$ cat config.mk
export PLATFORM = sky130hd
export DESIGN_NAME = btn_step_ctrl
export DESIGN_NICKNAME = d
export VERILOG_FILES = /design/src/rtl/btn_step_ctrl.sv
export SDC_FILE = /design/constraint.sdc
export NUM_CORES = 1
export LEC_CHECK = 0
export ABC_AREA = 1
export BUFFER_PORTS_ARGS = -buffer_cell sky130_fd_sc_hd__buf_2
export CORE_MARGIN = 2
export CORE_UTILIZATION = 45
export DETAILED_ROUTE_END_ITERATION = 7
export PLACE_DENSITY = 0.75
export SLEW_MARGIN = 20
export SYNTH_ARGS = -nofsm -noshare
export SYNTH_HDL_FRONTEND = slang
export SYNTH_SLANG_ARGS = --single-unit
$ cat constraint.sdc
create_clock -name clk -period 2.9 [get_ports clk]
set_clock_uncertainty 0.1 [all_clocks]
set_input_delay 0.58 -clock clk [delete_from_list [all_inputs] [get_ports clk]]
set_output_delay 0.58 -clock clk [all_outputs]
set_load 0.05 [all_outputs]
$ cat src/rtl/btn_step_ctrl.sv
// btn_step_ctrl: sync+debounce buttons, press pulses, free-run/single-step CPU clock enable, wrapping step count
module btn_step_ctrl #(
  parameter int N_BTN     = 12,
  parameter int DB_CYCLES = 20,
  parameter int CNT_W     = 5,
  parameter int STEP_BTN  = 0,
  parameter int RUN_DIV   = 4
) (
  input  logic             clk,
  input  logic             rst_n,
  input  logic [N_BTN-1:0] btn_in,
  input  logic             step_mode,
  output logic [N_BTN-1:0] btn_level,
  output logic [N_BTN-1:0] btn_press,
  output logic             cpu_clk_en,
  output logic [15:0]      step_count
);
  localparam int DIV_W = RUN_DIV > 1 ? $clog2(RUN_DIV) : 1;
  logic [N_BTN-1:0] btn_s1, btn_s2;
  logic             mode_s1, mode_s2, mode_d;
  logic [CNT_W-1:0] cnt [N_BTN];
  logic [DIV_W-1:0] div;
  logic             toggle, div_wrap;
  assign toggle   = mode_s2 ^ mode_d;
  assign div_wrap = div == DIV_W'(RUN_DIV - 1);
  always_ff @(posedge clk or negedge rst_n)
    if (!rst_n) begin
      btn_s1  <= '0;
      btn_s2  <= '0;
      mode_s1 <= 1'b0;
      mode_s2 <= 1'b0;
      mode_d  <= 1'b0;
    end else begin
      btn_s1  <= btn_in;
      btn_s2  <= btn_s1;
      mode_s1 <= step_mode;
      mode_s2 <= mode_s1;
      mode_d  <= mode_s2;
    end
  always_ff @(posedge clk or negedge rst_n)
    if (!rst_n) begin
      for (int i = 0; i < N_BTN; i++) cnt[i] <= '0;
      btn_level <= '0;
      btn_press <= '0;
    end else begin
      for (int i = 0; i < N_BTN; i++) begin
        btn_press[i] <= 1'b0;
        if (btn_s2[i] == btn_level[i]) cnt[i] <= '0;
        else if (cnt[i] != CNT_W'(DB_CYCLES - 1)) cnt[i] <= cnt[i] + 1'b1;
        else begin
          cnt[i]       <= '0;
          btn_level[i] <= btn_s2[i];
          btn_press[i] <= btn_s2[i];
        end
      end
    end
  always_ff @(posedge clk or negedge rst_n)
    if (!rst_n) begin
      div        <= '0;
      cpu_clk_en <= 1'b0;
      step_count <= '0;
    end else begin
      div        <= (toggle || mode_s2 || div_wrap) ? '0 : div + 1'b1;
      cpu_clk_en <= !toggle && (mode_s2 ? btn_press[STEP_BTN] : div_wrap);
      step_count <= step_count + 16'(cpu_clk_en);
    end
endmodule
Word level (Yosys, flattened, before mapping) --
Cells that the tools add are included.
Storage, ports and cells: flip-flop bits (word level) 130, output and inout bits 41
Operators by class: bitwise logic cells 25, eq/ne operators 25, reduce and logical (&&, ||, !) cells 16, muxes and demuxes 50, add/sub/neg operators 14
Operators with widths (count):
- 5-bit 2-to-1 mux | 24
- 5-bit by 1-bit adder with 5-bit output (second input constant) | 12
- 5-bit != test (second input constant) | 12
- 1-bit 2-to-1 mux | 25
- 1-bit NOT | 24
- 2-bit AND reduction | 12
- 16-bit by 1-bit adder with 16-bit output | 1
- 1-bit equality test | 12
- 2-bit by 1-bit adder with 2-bit output (second input constant) | 1
- 2-bit equality test (second input constant) | 1
- 1-bit logical OR | 2
- 2-bit 2-to-1 mux | 1
- 1-bit logical AND | 1
- 1-bit zero test | 1
- 1-bit bitwise XOR | 1

Logic depth before layout (Yosys ltp) --
depth after elaboration 4, depth in mapped cells 7

Worst setup path before layout --
OpenSTA, ideal clock, no wires.
path kind reg-to-reg, start point register step_count[0], end point register step_count[14], buffers on the path 0, period minus slack after synthesis 1.791 ns, setup time 0.120 ns, setup slack 1.109 ns, stages on the path, launching flop included 8, data arrival time 1.572 ns, required time 2.680 ns, cell sequence dfrtp_1 ha_1 ha_1 nand3_2 nor2_2 nand3_1 nand2_1 nand2_1
On the way: longest elaborated chain between the ends 1
Ends and longest elaborated chain:
- from (decl) | line 16 | output logic [15:0] step_count
- from (signal assigned) | line 65 | step_count <= step_count + 16'(cpu_clk_en);
- 16-bit by 1-bit adder with 16-bit output | line 65
No other way between the ends. A chain may end at the register's enable or synchronous reset.

Final worst setup path --
start point register step_count[2], end point output step_count[2]
No word-level cell between the ends.

==> results.cfg <==
[status]
status = completed

[cells_and_area]
antenna_cells = 0
area_growth_pct = 20.66
final_layout_size_suffix_gt1_frac = 0.1796
fin_nets = 586

[floorplan]
initial_core_util = 0.4669
die_h_um = 110.5
num_io_pins = 56
num_rows = 38
core_area_um2 = 10940
die-area_um2 = 12210
die_width_um = 110.5

[worst_setup_path]
r2r_start = cpu_clk_en
crit_chain = buf_2
path_class = register to output pin
arrival_ns = 1.16
critical-path-slowest-cell = dfrtp_1
cp-endpoint = step_count[2]
cp_top_family = flip-flops
reg2reg_slack_ns = 1.39
cp_data_required_time_ns = 2.22
cp-start-kind = register
rr_endpoint = step_count[14]
reg2regPathDepth = 7
worst-path-stages = 1
max_stage_delay_ns = 0.45
critical_path_peak_fanout = 5
cp-startpoint = step_count[2]
worst-path-buf-inv = 1
crit_path_end_kind = output pin

[synth]
syn_area_per_cell_um2 = 10.68
muxShareOfSynthArea = 0
synth_top_family_by_area = simple AND/OR/NAND/NOR gates
yosysWarnings = 0
synth_xor_area_frac = 0.08062
synth-compound-area-share = 0.01446
synth.top_cell.area_share = 0.6371
yosysTopAreaCell = dfrtp_1
ys_ff_latch = 130
synth.area.top_cells = dfrtp_1, nor2_1, xor2_1, nand3_1, nand2_1
syn-instance-count = 478
ys_types = 20
yosys.area_share.simple = 0.1941
syn-cell-area_um2 = 5106
synth_fp_nets = 509
ys_seq_area_frac = 0.6371
synth_fa_ha_area_frac = 0.03921

[placement]
portBuffers = 55
hpwl_mm = 6.133
place_congestion = 0.7982

[pwr]
clock_power_share = 0.457
switching_share = 0.2442
ir_worst_vdd_mv = 0.6153
power_frac_seq = 0.462
powerDensity_nw_per_um2 = 702.3
internal_power_mw = 3.270
combPwrFrac = 0.081
p_sw_mw = 1.056
leakagePower_nw = 3.145

[clock_network]
root_buffer = clkbuf_16
post_cts_resized = 0
cts_tree = done
hold_buffers = 0
cts_sinks = 130
clockBufferDepth = 2
cts_made_buffers = 17
post_cts_buffers = 0
clk_latency_ns = 0.40
clk_pin_slew_ns = 0.05
cts.htree.levels = 4

[global_routing]
grt_pass1_wl_mm = 15.59
grt_pass1_vias = 3499
antenna_found_initial = 0
overflow = 0
grt_usage = 0.1571
grt_max_degree = 66

[route]
drc_errors = 0
vias_per_cell = 4.843
ant_nets = 0
vias = 3429
wl_per_cell_um = 12.33
drt_pre_antenna_iters = 4
wl_mm = 8.728
drt_first_iter_violations = 159

[timing]
worst_pin_slew_ns = 0.8179
hold_violations = 0
grt_setup_unrepaired = no
finalSetupTns_ns = 0
whs_ns = 0.1494
finalSetupViolCount = 0
fmax_mhz = 544.6
min_period_over_period = 0.6332
period_minus_slack_ns = 1.836
slew_headroom = 0.4547
slew_viol_final = 0

[hold_path]
min_path_type = input pin to async pin

[run]
drv_cap = 0
==> flip-flops by register name, indices dropped and copies added, names as in the netlist <==
register	cells
cpu_clk_en	1
cnt	60
btn_press	12
btn_s1	12
btn_s2	12
step_count	16
div	2
mode_d	1
mode_s1	1
btn_level	12
mode_s2	1
==> how the worst min path moves through the flow <==
stage / slack, ns / end / startpoint
after floorplan: 0.18 / btn_level[0] / rst_n
after global placement: 0.23 / btn_s2[7] / btn_s1[7]
after detailed placement: 0.24 / btn_s2[8] / btn_s1[8]
after CTS: 0.16 / mode_s1 / step_mode
after global routing: 0.15 / mode_s1 / step_mode
final: 0.15 / cnt[26] / rst_n
==> layout by cell type, fill, tap and decap left out, drive strengths merged <==
| cell | count |
|---|---|
| buf | 58 |
| xor2 | 31 |
| xnor2 | 16 |
| clkinv | 6 |
| nor3b | 1 |
| ha | 16 |
| nand3 | 48 |
| and2 | 4 |
| nor2 | 88 |
| clkinvlp | 3 |
| bufinv | 1 |
| dfrtp | 130 |
| nand4 | 6 |
| nand2 | 60 |
| clkbuf | 22 |
| inv | 47 |
| o21ai | 14 |
| nor3 | 17 |
==> per-stage QoR <==
step	area (um2)	instances	setup slack, ns	power, mW	util
finish	6161	708	1.064	4.327	0.5634
global route	6161	708	1.006	4.526	0.5634
CTS	6161	708	1.042	4.387	0.5634
detailed placement	5594	676	1.295	2.383	0.5116
global placement	5594	676	1.334	2.360	0.5116
floorplan	5106	478	1.109	2.249	-
==> layout make-up <==
class / count / area, um2
inverter: 47 / 176.4
clock inverter: 10 / 82.58
multi-input combinational: 301 / 1677
timing repair buffer: 58 / 312.8
fill: 917 / 4775
tap: 140 / 175.2
sequential: 130 / 3253
clock buffer: 22 / 484.2
==> cells by family (layout without fill, tap and decap cells) <==
group           after synthesis  after routing
fa+ha+maj                    16             16
flops                       130            130
simple gates                224            224
buf+inv                      47            137
xor+xnor                     47             47
compound gates               14             14
==> synth_stat cells <==
library cell  instances
o21ai_1               1
nor2_2                4
xor2_1               31
nand4_1               6
dfrtp_1             130
nand3_1              47
xnor2_1              16
o21ai_0              12
nand2_1              56
nor3b_1               1
nand3_2               1
ha_1                 16
o21ai_2               1
nand2_2               4
nor3_1               17
and2_1                4
inv_1                46
nor2_1               82
nor2_4                2
inv_2                 1
==> power by group through the flow <==
stage / Clock (mW) / Sequential (mW) / Combinational [mW]
after floorplan: 0 / 2.12 / 0.126
after global placement: 0 / 2.02 / 0.342
after detailed placement: 0 / 2.03 / 0.356
after CTS: 2.03 / 2.00 / 0.359
after global routing: 2.13 / 2.01 / 0.389
final: 1.98 / 2.00 / 0.350
==> per-layer routing <==
metal  wire, um  GRT usage  up-vias
met5          0          0        -
met4        129    0.05500        0
met3        375    0.05653       17
met2       4380     0.2622       73
met1       3843     0.1888     1652
li1           -          -     1687
No activity file was read; power rests on OpenSTA's default activity.
